<file path="config.mk">
export PLATFORM = sky130hd
export DESIGN_NAME = multicycle_control
export DESIGN_NICKNAME = d
export VERILOG_FILES = /design/src/rtl/multicycle_control.sv
export SDC_FILE = /design/constraint.sdc
export NUM_CORES = 1
export LEC_CHECK = 0
export ABC_CLOCK_PERIOD_IN_PS = 1810
export BUFFER_PORTS_ARGS = -buffer_cell sky130_fd_sc_hd__clkbuf_2
export CORE_MARGIN = 4
export CORE_UTILIZATION = 35
export DETAILED_ROUTE_END_ITERATION = 7
export PLACE_DENSITY = 0.64
export SYNTH_ARGS = -nofsm -noshare
export SYNTH_HDL_FRONTEND = slang
export SYNTH_SLANG_ARGS = --single-unit
</file>
<file path="constraint.sdc">
create_clock -name clk -period 1.81 [get_ports clk]
set_input_delay 0.0905 -clock clk [delete_from_list [all_inputs] [get_ports clk]]
set_output_delay 0.0905 -clock clk [all_outputs]
set_load 0.005 [all_outputs]
</file>
<file path="src/rtl/multicycle_control.sv">
// Moore FSM sequencing the multi-cycle MIPS datapath.
// Optional: define ILLEGAL_TRAP_EN to trap illegal opcodes (adds port illegal).
module multicycle_control #(
    parameter int CNT_W = 16
) (
    input  logic             clk,
    input  logic             reset,
    input  logic [5:0]       opcode,
    input  logic [5:0]       funct,
    input  logic             mem_ready,
    output logic             pc_write,
    output logic             pc_write_cond,
    output logic [1:0]       pc_src,
    output logic             ir_write,
    output logic             i_or_d,
    output logic             mem_read,
    output logic             mem_write,
    output logic             mem_to_reg,
    output logic             reg_dst,
    output logic             reg_write,
    output logic             alu_src_a,
    output logic [1:0]       alu_src_b,
    output logic [1:0]       alu_op,
`ifdef ILLEGAL_TRAP_EN
    output logic             illegal,
`endif
    output logic [3:0]       state,
    output logic [CNT_W-1:0] instr_count
);

    typedef enum logic [3:0] {
        S_FETCH     = 4'd0,
        S_DECODE    = 4'd1,
        S_MEM_ADDR  = 4'd2,
        S_MEM_READ  = 4'd3,
        S_MEM_WB    = 4'd4,
        S_MEM_WRITE = 4'd5,
        S_R_EXEC    = 4'd6,
        S_R_WB      = 4'd7,
        S_BRANCH    = 4'd8,
        S_JUMP      = 4'd9,
        S_ADDI_EXEC = 4'd10,
        S_ADDI_WB   = 4'd11,
        S_JR        = 4'd12,
        S_TRAP      = 4'd13,
        S_START     = 4'd15
    } state_t;

    localparam logic [5:0] OP_RTYPE = 6'b000000;
    localparam logic [5:0] OP_LW    = 6'b100011;
    localparam logic [5:0] OP_SW    = 6'b101011;
    localparam logic [5:0] OP_BEQ   = 6'b000100;
    localparam logic [5:0] OP_J     = 6'b000010;
    localparam logic [5:0] OP_ADDI  = 6'b001000;
    localparam logic [5:0] FN_JR    = 6'b001000;

    state_t state_q;
    state_t state_d;
    logic [CNT_W-1:0] count_q;

    // State register; reset abandons any instruction in flight.
    always_ff @(posedge clk or posedge reset) begin
        if (reset) state_q <= S_START;
        else       state_q <= state_d;
    end

    // Retired-instruction counter: one tick per completed fetch.
    always_ff @(posedge clk or posedge reset) begin
        if (reset)
            count_q <= '0;
        else if (state_q == S_FETCH && mem_ready)
            count_q <= count_q + 1'b1;
    end

    // Next-state logic and Moore strobes (fetch strobes gated by mem_ready).
    always_comb begin
        state_d       = state_q;
        pc_write      = 1'b0;
        pc_write_cond = 1'b0;
        pc_src        = 2'b00;
        ir_write      = 1'b0;
        i_or_d        = 1'b0;
        mem_read      = 1'b0;
        mem_write     = 1'b0;
        mem_to_reg    = 1'b0;
        reg_dst       = 1'b0;
        reg_write     = 1'b0;
        alu_src_a     = 1'b0;
        alu_src_b     = 2'b00;
        alu_op        = 2'b00;
`ifdef ILLEGAL_TRAP_EN
        illegal       = 1'b0;
`endif
        case (state_q)
            S_START: state_d = S_FETCH;
            S_FETCH: begin
                mem_read  = 1'b1;
                alu_src_b = 2'b01;
                ir_write  = mem_ready;
                pc_write  = mem_ready;
                if (mem_ready) state_d = S_DECODE;
            end
            S_DECODE: begin
                alu_src_b = 2'b11;
                case (opcode)
                    OP_LW, OP_SW: state_d = S_MEM_ADDR;
                    OP_BEQ:       state_d = S_BRANCH;
                    OP_J:         state_d = S_JUMP;
                    OP_ADDI:      state_d = S_ADDI_EXEC;
                    OP_RTYPE:
                        state_d = (funct == FN_JR) ? S_JR : S_R_EXEC;
`ifdef ILLEGAL_TRAP_EN
                    default:      state_d = S_TRAP;
`else
                    default:      state_d = S_FETCH;
`endif
                endcase
            end
            S_MEM_ADDR: begin
                alu_src_a = 1'b1;
                alu_src_b = 2'b10;
                state_d = (opcode == OP_SW) ? S_MEM_WRITE : S_MEM_READ;
            end
            S_MEM_READ: begin
                mem_read = 1'b1;
                i_or_d   = 1'b1;
                if (mem_ready) state_d = S_MEM_WB;
            end
            S_MEM_WB: begin
                reg_write  = 1'b1;
                mem_to_reg = 1'b1;
                state_d    = S_FETCH;
            end
            S_MEM_WRITE: begin
                mem_write = 1'b1;
                i_or_d    = 1'b1;
                if (mem_ready) state_d = S_FETCH;
            end
            S_R_EXEC: begin
                alu_src_a = 1'b1;
                alu_op    = 2'b10;
                state_d   = S_R_WB;
            end
            S_R_WB: begin
                reg_write = 1'b1;
                reg_dst   = 1'b1;
                state_d   = S_FETCH;
            end
            S_BRANCH: begin
                alu_src_a     = 1'b1;
                alu_op        = 2'b01;
                pc_write_cond = 1'b1;
                pc_src        = 2'b01;
                state_d       = S_FETCH;
            end
            S_JUMP: begin
                pc_write = 1'b1;
                pc_src   = 2'b10;
                state_d  = S_FETCH;
            end
            S_ADDI_EXEC: begin
                alu_src_a = 1'b1;
                alu_src_b = 2'b10;
                state_d   = S_ADDI_WB;
            end
            S_ADDI_WB: begin
                reg_write = 1'b1;
                state_d   = S_FETCH;
            end
            S_JR: begin
                pc_write = 1'b1;
                pc_src   = 2'b11;
                state_d  = S_FETCH;
            end
`ifdef ILLEGAL_TRAP_EN
            // Sticky until reset.
            S_TRAP: illegal = 1'b1;
`endif
            default: state_d = S_FETCH;
        endcase
    end

    assign state       = state_q;
    assign instr_count = count_q;

endmodule

</file>
==> results of run 1 <==
==> routing by layer <==
metal	global-route usage (%)	part of all wire [%]
met5	0	0
met3	4.60	5.5
met1	18.4	45
met4	5.46	2.1
met2	24.7	47
==> flip-flops by register name, summed over array words and instances, names as in the netlist <==
| register | cells |
|---|---|
| instr_count | 16 |
| state | 4 |
==> stage by stage <==
| stage | util (%) | setup slack, ps | instances | area [µm²] | hold slack, ps |
|---|---|---|---|---|---|
| floorplan | - | 356 | 142 | 1260 | 51.4 |
| global placement | 45.5 | 263 | 233 | 1550 | 227 |
| detailed placement | 45.5 | 235 | 233 | 1550 | 250 |
| CTS | 48.7 | 12.6 | 246 | 1660 | 144 |
| global route | 49.5 | 1.96 | 248 | 1690 | 166 |
| finish | 49.5 | 95.9 | 248 | 1690 | 149 |
==> cells in the mapped netlist, drive strengths merged <==
library cell   n  area (µm²)
a31o           1        8.76
dfstp          4         105
nor3b          1        7.51
o21ai          3        15.0
xnor2          9        78.8
a2111oi        1        8.76
or2            1        6.26
and2           2        12.5
mux2i          1        10.0
nor4b          2        17.5
o2111ai        1        8.76
clkbuf         5        18.8
o22ai          1        6.26
nand2b         5        31.3
a2bb2oi        1        8.76
nor2          13        48.8
and4           2        17.5
nor2b          4        25.0
a21boi         1        7.51
ha             1        12.5
and3           4        25.0
dfrtp         16         400
nor3          11        55.1
o32a           1        10.0
xor2           7        61.3
nand2         12        45.0
inv            6        22.5
a21o           1        7.51
mux2           1        11.3
o311ai         1        8.76
nand3          5        25.0
nand4          5        37.5
buf            2        10.0
a22o           1        8.76
a21oi          7        35.0
nor4           3        40.0
==> layout make-up <==
cell class,count,area [µm²]
fill,337,1730
multi-input combinational,109,713
sequential,20,505
timing repair buffer,63,354
tap,46,57.6
clock buffer,4,36.3
inverter,6,22.5
==> worst max-delay path by stage <==
stage,endpoint,slack [ps]
6_report,pc_write,100
5_1_grt,pc_write,2
2_1_floorplan,pc_write,360
3_3_place_gp,pc_write,260
4_1_cts,pc_write,10
3_5_place_dp,instr_count[1],230
==> kinds of logic (layout without fill, tap and decap cells) <==
| group | after synthesis | in the layout | synth area share [%] |
|---|---|---|---|
| AOI/OAI and AO/OA | 20 | 20 | 10.6 |
| adders and majority gates | 1 | 1 | 0.994 |
| buffers and inverters | 13 | 73 | 4.08 |
| and+or+nand+nor | 70 | 70 | 31.3 |
| xor gates and xnor gates | 16 | 16 | 11.1 |
| muxes | 2 | 2 | 1.69 |
| DFF | 20 | 20 | 40.2 |
==> worst register-to-register path, cell delays in order, from the launching register on <==
cell,delay [ps]
dfstp_2,410
buf_4,140
buf_4,170
nor4b_1,340
a22o_1,180
a21oi_1,80
o22ai_1,170
==> power groups by stage <==
stage          registers [mW]  logic, mW  clock network, mW
6_report                0.703       1.04              0.261
3_3_place_gp            0.737      0.864                  0
2_1_floorplan           0.689      0.590                  0
5_1_grt                 0.717       1.17              0.289
4_1_cts                 0.696       1.00              0.270
3_5_place_dp            0.749      0.875                  0
==> what timing repair did <==
action,CTS,global route
gates cloned,0,0
hold buffers,1,0
buffers inserted,8,2
hold endpoints to repair,16,0
gates resized for setup,2,4
endpoints found under the setup margin,2,3
==> flow_summary.json, run 1 <==
{
  "status": "completed",
  "power.internal_mw": 1.23,
  "fp.dieArea_mm2": 0.00462,
  "hold_path_end": "state[3]",
  "netlist_instances": 142,
  "syn_nets": 158,
  "synth_cell_types": 39,
  "gp_congestion": 0.788,
  "die_w_um": 68.0,
  "path_buf_inv": 1,
  "clkTransAtPathRegs_ps": 110,
  "path_cells": "nor4_4, and2_4, or2_2, clkbuf_2",
  "clkSinkCount": 20,
  "num_antenna_cells": 0,
  "io_buffers": 50,
  "cpLargestDelayFamily": "flip-flops",
  "tns_ps": 0,
  "num_rows": 21,
  "crit_type": "reg2out",
  "worstSetupStartpoint": "state[1]",
  "critPathCaptureType": "primary output",
  "drive_above_1_share_pct": 39.6,
  "viasPerCell": 5.02,
  "grt_pass1_wl_mm": 5.25,
  "hp-start": "opcode[4]",
  "p_leak_nw": 0.851,
  "overflow": 0,
  "cts_root_buffer": "clkbuf_4",
  "dp_hpwl_mm": 2.49,
  "rsz0062_at_grt": "no",
  "fp.dieH_um": 68.0,
  "insertion_delay_ps": 300,
  "synth.avg_cell_area_um2": 8.86,
  "pwr_density_cell_mw_per_mm2": 1190,
  "holdCritPathClass": "in2reg",
  "ys_seq_area_share_pct": 40.2,
  "ant_nets": 0,
  "yosys_warnings": 0,
  "drv_cap": 0,
  "synth_seq_cells": 20,
  "cts_tree": "yes",
  "r2r_cells": 6,
  "layout_common_cells": "clkbuf_2 (50), dfrtp_1 (16), nor2_1 (13), nand2_1 (12)",
  "pwr-share-seq_pct": 35.0,
  "hold_viol": 0,
  "grtUsageTotal_pct": 15.0,
  "regToRegStartpoint": "state[2]",
  "first_iter_violations": 52,
  "synth_area_mm2": 0.00126,
  "fin_skew_ps": 4.32,
  "fin_crit_sh_pct": 94.7,
  "ir_drop_mv": 0.790,
  "worst_pin_slew_ps": 757,
  "routed_wl_mm": 3.27,
  "core_area_mm2": 0.00342,
  "h-tree-depth": 1,
  "hold_depth": 5,
  "io_pins": 51,
  "critical_path_depth": 4,
  "finalCriticalPeriod_ps": 1710,
  "max_freq_mhz": 583,
  "critical_path_required_ps": 1720,
  "numCtsBuffers": 3,
  "maxSlewHeadroom_pct": 49.5,
  "start_util_pct": 36.8,
  "worst-r2r-setup-slack_ps": 240,
  "clockBufferDepth": 2,
  "grt_max_degree": 21,
  "slew_violations": 0,
  "cpPeakStageDelay_ps": 640,
  "nNetsFinal": 219,
  "routedWlPerCell_um": 13.2,
  "setup_violations": 0,
  "grt_pass1_vias": 1183,
  "remaining_drc_errors": 0,
  "clockPowerShare_pct": 13.0,
  "start_kind": "flop",
  "r2r_end": "state[0]",
  "firstDrtPassIters": 4,
  "power_frac_comb_pct": 52.0,
  "swShare_pct": 38.8,
  "p_sw_uw": 779,
  "cp_max_fo": 8,
  "vias": 1246,
  "antenna_found_initial": 0,
  "layout_commonest_cell": "clkbuf_2",
  "area_delta_synth_final_pct": 34.2,
  "critical_path_arrival_ps": 1620,
  "p_total_mw": 2.01,
  "critPathSlowestCell": "dfstp_2"
}
No activity file was read; power rests on OpenSTA's default activity.
==> run 2: changes to the inputs <==
--- a/config.mk
+++ b/config.mk
@@ -5,12 +5,13 @@
 export SDC_FILE = /design/constraint.sdc
 export NUM_CORES = 1
 export LEC_CHECK = 0
+export ABC_AREA = 1
 export ABC_CLOCK_PERIOD_IN_PS = 1810
 export BUFFER_PORTS_ARGS = -buffer_cell sky130_fd_sc_hd__clkbuf_2
 export CORE_MARGIN = 4
 export CORE_UTILIZATION = 35
 export DETAILED_ROUTE_END_ITERATION = 7
-export PLACE_DENSITY = 0.64
+export PLACE_DENSITY = 0.62
 export SYNTH_ARGS = -nofsm -noshare
 export SYNTH_HDL_FRONTEND = slang
 export SYNTH_SLANG_ARGS = --single-unit
==> flow_summary.json, run 2 <==
{
  "power.internal_mw": 1.21,
  "io_pins": 51,
  "cp_max_fo": 7,
  "holdCritPathClass": "in2reg",
  "layout_commonest_cell": "nand2_1",
  "critical_path_arrival_ps": 1530,
  "clockBufferDepth": 2,
  "yosysTopAreaCell": "dfrtp_1",
  "cpLargestDelayFamily": "flip-flops",
  "routedWlPerCell_um": 10.6,
  "routed_wl_mm": 3.54,
  "power_frac_comb_pct": 48.3,
  "synthTopCellsByCount": "nand2_1 (84), nor2_1 (34), inv_1 (29), dfrtp_1 (16), nand3_1 (15)",
  "yosysMostFrequentCell": "nand2_1",
  "nNetsFinal": 300,
  "core_area_mm2": 0.00403,
  "drv_cap": 0,
  "cpPeakStageDelay_ps": 630,
  "die_w_um": 72.6,
  "overflow": 0,
  "finalCriticalPeriod_ps": 1620,
  "insertion_delay_ps": 250,
  "grt_pass1_wl_mm": 6.25,
  "cts_setup_buffers": 0,
  "pwr-share-seq_pct": 36.3,
  "synth_top_area_share_pct": 27.4,
  "antenna_found_initial": 0,
  "gp_congestion": 0.901,
  "fill_cells": 452,
  "post-route-util_pct": 45.4,
  "grt_pass1_vias": 1394,
  "yosys_warnings": 0,
  "grt_max_degree": 21,
  "ir_drop_mv": 0.402,
  "worst_pin_slew_ps": 781,
  "worstSetupStartpoint": "state[1]",
  "first_iter_violations": 96,
  "cts_root_buffer": "clkbuf_8",
  "swShare_pct": 45.1,
  "dp_hpwl_mm": 2.90,
  "critPathCaptureType": "primary output",
  "ctsHoldBuffers": 1,
  "clkSinkCount": 20,
  "cts-resized-gates": 0,
  "area_delta_synth_final_pct": 25.1,
  "io_buffers": 50,
  "ant_nets": 0,
  "fin_crit_sh_pct": 89.5,
  "netlist_instances": 229,
  "yosys-top-cells-area": "dfrtp_1 (27%), nand2_1 (22%), nor2_1 (8.7%)",
  "num_rows": 23,
  "p_sw_uw": 995,
  "rsz0062_at_grt": "no",
  "hold_slack_ps": 104,
  "maxSlewHeadroom_pct": 47.9,
  "synth_cell_types": 22,
  "start_kind": "flop",
  "h-tree-depth": 1,
  "num_antenna_cells": 0,
  "layout_common_cells": "nand2_1 (84), clkbuf_2 (50), nor2_1 (34), inv_1 (29), dfrtp_1 (16)",
  "hold_viol": 0,
  "firstDrtPassIters": 4,
  "status": "completed",
  "cts_tree": "yes",
  "hp-start": "mem_ready",
  "grtUsageTotal_pct": 14.5,
  "vias": 1501,
  "p_total_mw": 2.21,
  "fp.dieH_um": 72.6,
  "synth_area_mm2": 0.00146,
  "ys_seq_area_share_pct": 34.6,
  "critical_path_required_ps": 1720,
  "slew_violations": 0,
  "path_buf_inv": 2,
  "fp.dieArea_mm2": 0.00528,
  "setup_violations": 0,
  "remaining_drc_errors": 0,
  "viasPerCell": 4.51,
  "clockPowerShare_pct": 15.5,
  "critPathSlowestCell": "dfstp_2",
  "fin_skew_ps": 3.26,
  "drive_above_1_share_pct": 25.4,
  "pwr_density_cell_mw_per_mm2": 1210,
  "tns_ps": 0,
  "synth_edf_count": 0,
  "start_util_pct": 36.3,
  "numCtsBuffers": 3,
  "clkTransAtPathRegs_ps": 70,
  "synth_seq_cells": 20,
  "crit_type": "reg2out",
  "max_freq_mhz": 617,
  "path_cells": "inv_2, nor2_2, nand2_1, o21ai_0, clkbuf_2",
  "synth.avg_cell_area_um2": 6.39,
  "p_leak_nw": 0.962,
  "ys_async_sr_fraction_pct": 100,
  "largest_reg_flops": 16,
  "syn_nets": 245,
  "synth_flop_cell": "dfrtp_1",
  "regToRegStartpoint": "instr_count[0]"
}
-- run 2: tightest hold or removal path, cell delays in order --
cell and delay [ps]:
clkbuf_2 130, a21oi_1 50, inv_1 50, nand2_1 40
-- run 2: worst paths after layout --
path	slack, ps	to	depth (start not counted)
worst max-delay path	190	alu_src_a	5
min in group asynchronous	500	instr_count[8]	3
worst min register to register	540	instr_count[8]	1
max in group asynchronous	820	instr_count[13]	3
worst max register to register	290	instr_count[8]	5
worst min-delay path	100	state[0]	4
-- run 2: layer usage --
| metal | vias to the layer above | part of all wire [%] | GRT usage, % |
|---|---|---|---|
| met5 | - | 0 | 0 |
| met4 | 0 | 1.0 | 4.30 |
| met3 | 2 | 3.8 | 1.52 |
| met2 | 21 | 48 | 24.1 |
| met1 | 658 | 47 | 19.9 |
| li1 | 820 | - | - |
-- run 2: final cells by class --
cell class	instances	area (µm²)	area share [%]
flip-flops and latches	20	505	27.6
inverters	33	126	6.91
well taps	50	62.6	3.42
repair buffers	51	260	14.2
multi-input cells	175	820	44.8
clock buffers	4	55.1	3.01
-- run 2: power groups by stage --
stage	Combinational, mW	Sequential [mW]	Clock [mW]
2_1_floorplan	0.699	0.779	0
3_3_place_gp	1.07	0.803	0
3_5_place_dp	1.08	0.813	0
4_1_cts	1.08	0.805	0.356
5_1_grt	1.22	0.831	0.369
6_report	1.07	0.800	0.341
-- run 2: cells by family after synthesis --
family	synth area share, %
XOR/XNOR	4.79
AO/OA/AOI/OAI	5.39
buffers and inverters	9.41
AND/OR/NAND/NOR	45.0
adder cells (fa/ha/maj)	0.855
flip-flops	34.6
-- run 2: metrics by stage --
stage | instances | area (µm²) | setup slack, ps
after global placement | 328 | 1760 | 373
after global routing | 333 | 1830 | 45.5
after floorplan | 229 | 1460 | 445
final | 333 | 1830 | 189
after detailed placement | 328 | 1760 | 321
after CTS | 333 | 1830 | 179
==> run 3: changes to the inputs <==
--- a/config.mk
+++ b/config.mk
@@ -12,6 +12,7 @@
 export CORE_UTILIZATION = 35
 export DETAILED_ROUTE_END_ITERATION = 7
 export PLACE_DENSITY = 0.62
+export REMOVE_ABC_BUFFERS = 1
 export SYNTH_ARGS = -nofsm -noshare
 export SYNTH_HDL_FRONTEND = slang
 export SYNTH_SLANG_ARGS = --single-unit
==> flow_summary.json, run 3 (same netlist as run 2, synthesis figures left out) <==
{
  "clockPowerShare_pct": 15.6,
  "layout_common_cells": "nand2_1 (84), clkbuf_2 (50), nor2_1 (34), inv_1 (29), dfrtp_1 (16)",
  "clockBufferDepth": 2,
  "grt_max_degree": 21,
  "finalCriticalPeriod_ps": 1640,
  "dp_hpwl_mm": 2.89,
  "setup_violations": 0,
  "drv_cap": 0,
  "critical_path_arrival_ps": 1550,
  "crit_type": "reg2out",
  "num_antenna_cells": 0,
  "critPathCaptureType": "primary output",
  "drive_above_1_share_pct": 25.4,
  "path_cells": "inv_2, nor2_2, nand2_1, o21ai_0, clkbuf_2",
  "hold_viol": 0,
  "status": "completed",
  "clkTransAtPathRegs_ps": 70,
  "critical_path_depth": 5,
  "r2r_end": "instr_count[8]",
  "place_area_mm2": 0.00176,
  "place_ws_ps": 331,
  "clkSinkCount": 20,
  "firstDrtPassIters": 4,
  "io_buffers": 50,
  "gp_congestion": 0.896,
  "cts_tree": "yes",
  "num_rows": 23,
  "design_area_mm2": 0.00183,
  "power.internal_mw": 1.21,
  "core_area_mm2": 0.00403,
  "cp_max_fo": 7,
  "largest_reg_flops": 16,
  "worst-r2r-setup-slack_ps": 330,
  "cpLargestDelayFamily": "flip-flops",
  "io_pins": 51,
  "vias": 1563,
  "cpPeakStageDelay_ps": 630,
  "p_leak_nw": 0.962,
  "die_w_um": 72.6,
  "slew_violations": 0,
  "grtUsageTotal_pct": 14.8,
  "area_delta_synth_final_pct": 25.1,
  "fp.dieArea_mm2": 0.00528,
  "nNetsFinal": 300,
  "p_sw_uw": 998,
  "cts_root_buffer": "clkbuf_8",
  "start_kind": "flop",
  "critPathSlowestCell": "dfstp_2",
  "numCtsBuffers": 3,
  "timing.final.ws_setup_ps": 173,
  "fin_skew_ps": 4.56,
  "ir_drop_mv": 0.346,
  "regToRegStartpoint": "instr_count[0]",
  "fin_crit_sh_pct": 90.4,
  "swShare_pct": 45.2,
  "layout_commonest_cell": "nand2_1",
  "power_frac_comb_pct": 48.1,
  "cts_setup_buffers": 0,
  "hold_path_end": "state[0]",
  "rsz0062_at_grt": "no",
  "insertion_delay_ps": 260,
  "hp-start": "mem_ready",
  "max_freq_mhz": 611,
  "fp.dieH_um": 72.6,
  "path_buf_inv": 2,
  "r2r_cells": 5,
  "grt_pass1_vias": 1428,
  "routedWlPerCell_um": 10.8,
  "pwr_density_cell_mw_per_mm2": 1210,
  "worst_pin_slew_ps": 754,
  "remaining_drc_errors": 0,
  "routed_wl_mm": 3.59,
  "holdCritPathClass": "in2reg",
  "pwr-share-seq_pct": 36.3,
  "grt_pass1_wl_mm": 6.32,
  "critical_path_required_ps": 1720,
  "viasPerCell": 4.69,
  "hold_depth": 4,
  "tns_ps": 0,
  "ant_nets": 0,
  "antenna_found_initial": 0,
  "first_iter_violations": 92,
  "overflow": 0,
  "start_util_pct": 36.3,
  "maxSlewHeadroom_pct": 49.7,
  "h-tree-depth": 1,
  "worstSetupStartpoint": "state[1]"
}
-- run 3: cell counts in the layout (fill, tap and decap cells not counted) --
No cell type changed its count.
-- run 3: worst max-delay path by stage --
stage | end | slack, ps
after floorplan | instr_count[8] | 440
after global placement | instr_count[8] | 380
after detailed placement | instr_count[8] | 330
after CTS | alu_src_a | 170
after global routing | reg_write | 40
final | alu_src_a | 170
-- run 3: what timing repair did --
action | 4_1_cts | 5_1_grt
endpoints found under the hold margin | 16 | 0
hold buffers | 1 | 0
resized for setup | 0 | 0
-- run 3: through the flow --
step | cells | hold WS, ps | utilization [%] | total power, mW
2_1_floorplan | 228 | 51.4 | - | 1.46
3_3_place_gp | 328 | 247 | 43.8 | 1.87
3_5_place_dp | 328 | 246 | 43.8 | 1.89
4_1_cts | 333 | 91.9 | 45.4 | 2.24
5_1_grt | 333 | 135 | 45.4 | 2.43
6_report | 333 | 102 | 45.4 | 2.21
-- run 3: worst reg2reg max path, delay by kind of cell, from the launching register on --
kind	cells	cell delay (ps)
simple gates	3	540
xor+xnor	1	130
fa+ha+maj	1	270
flops	1	430
-- run 3: power by group through the flow --
| stage | sequential, mW | combinational (mW) | clock (mW) |
|---|---|---|---|
| floorplan | 0.779 | 0.676 | 0 |
| global placement | 0.803 | 1.07 | 0 |
| detailed placement | 0.814 | 1.07 | 0 |
| CTS | 0.806 | 1.08 | 0.360 |
| global route | 0.831 | 1.23 | 0.374 |
| finish | 0.802 | 1.06 | 0.344 |
-- run 3: metal layers --
layer	up-vias	GRT usage (%)	wire length (µm)	part of all wire, %
met3	4	3.31	218	6.1
met4	0	5.33	53	1.5
met5	-	0	0	0
met2	31	24.2	1730	48
li1	818	-	-	-
met1	710	19.0	1590	44
-- run 3: area by class of cell --
type	count	area, µm²
inverter	33	126
sequential	20	505
tap	50	62.6
clock buffer	4	55.1
timing repair buffer	51	260
multi-input combinational	175	820
fill	428	2200
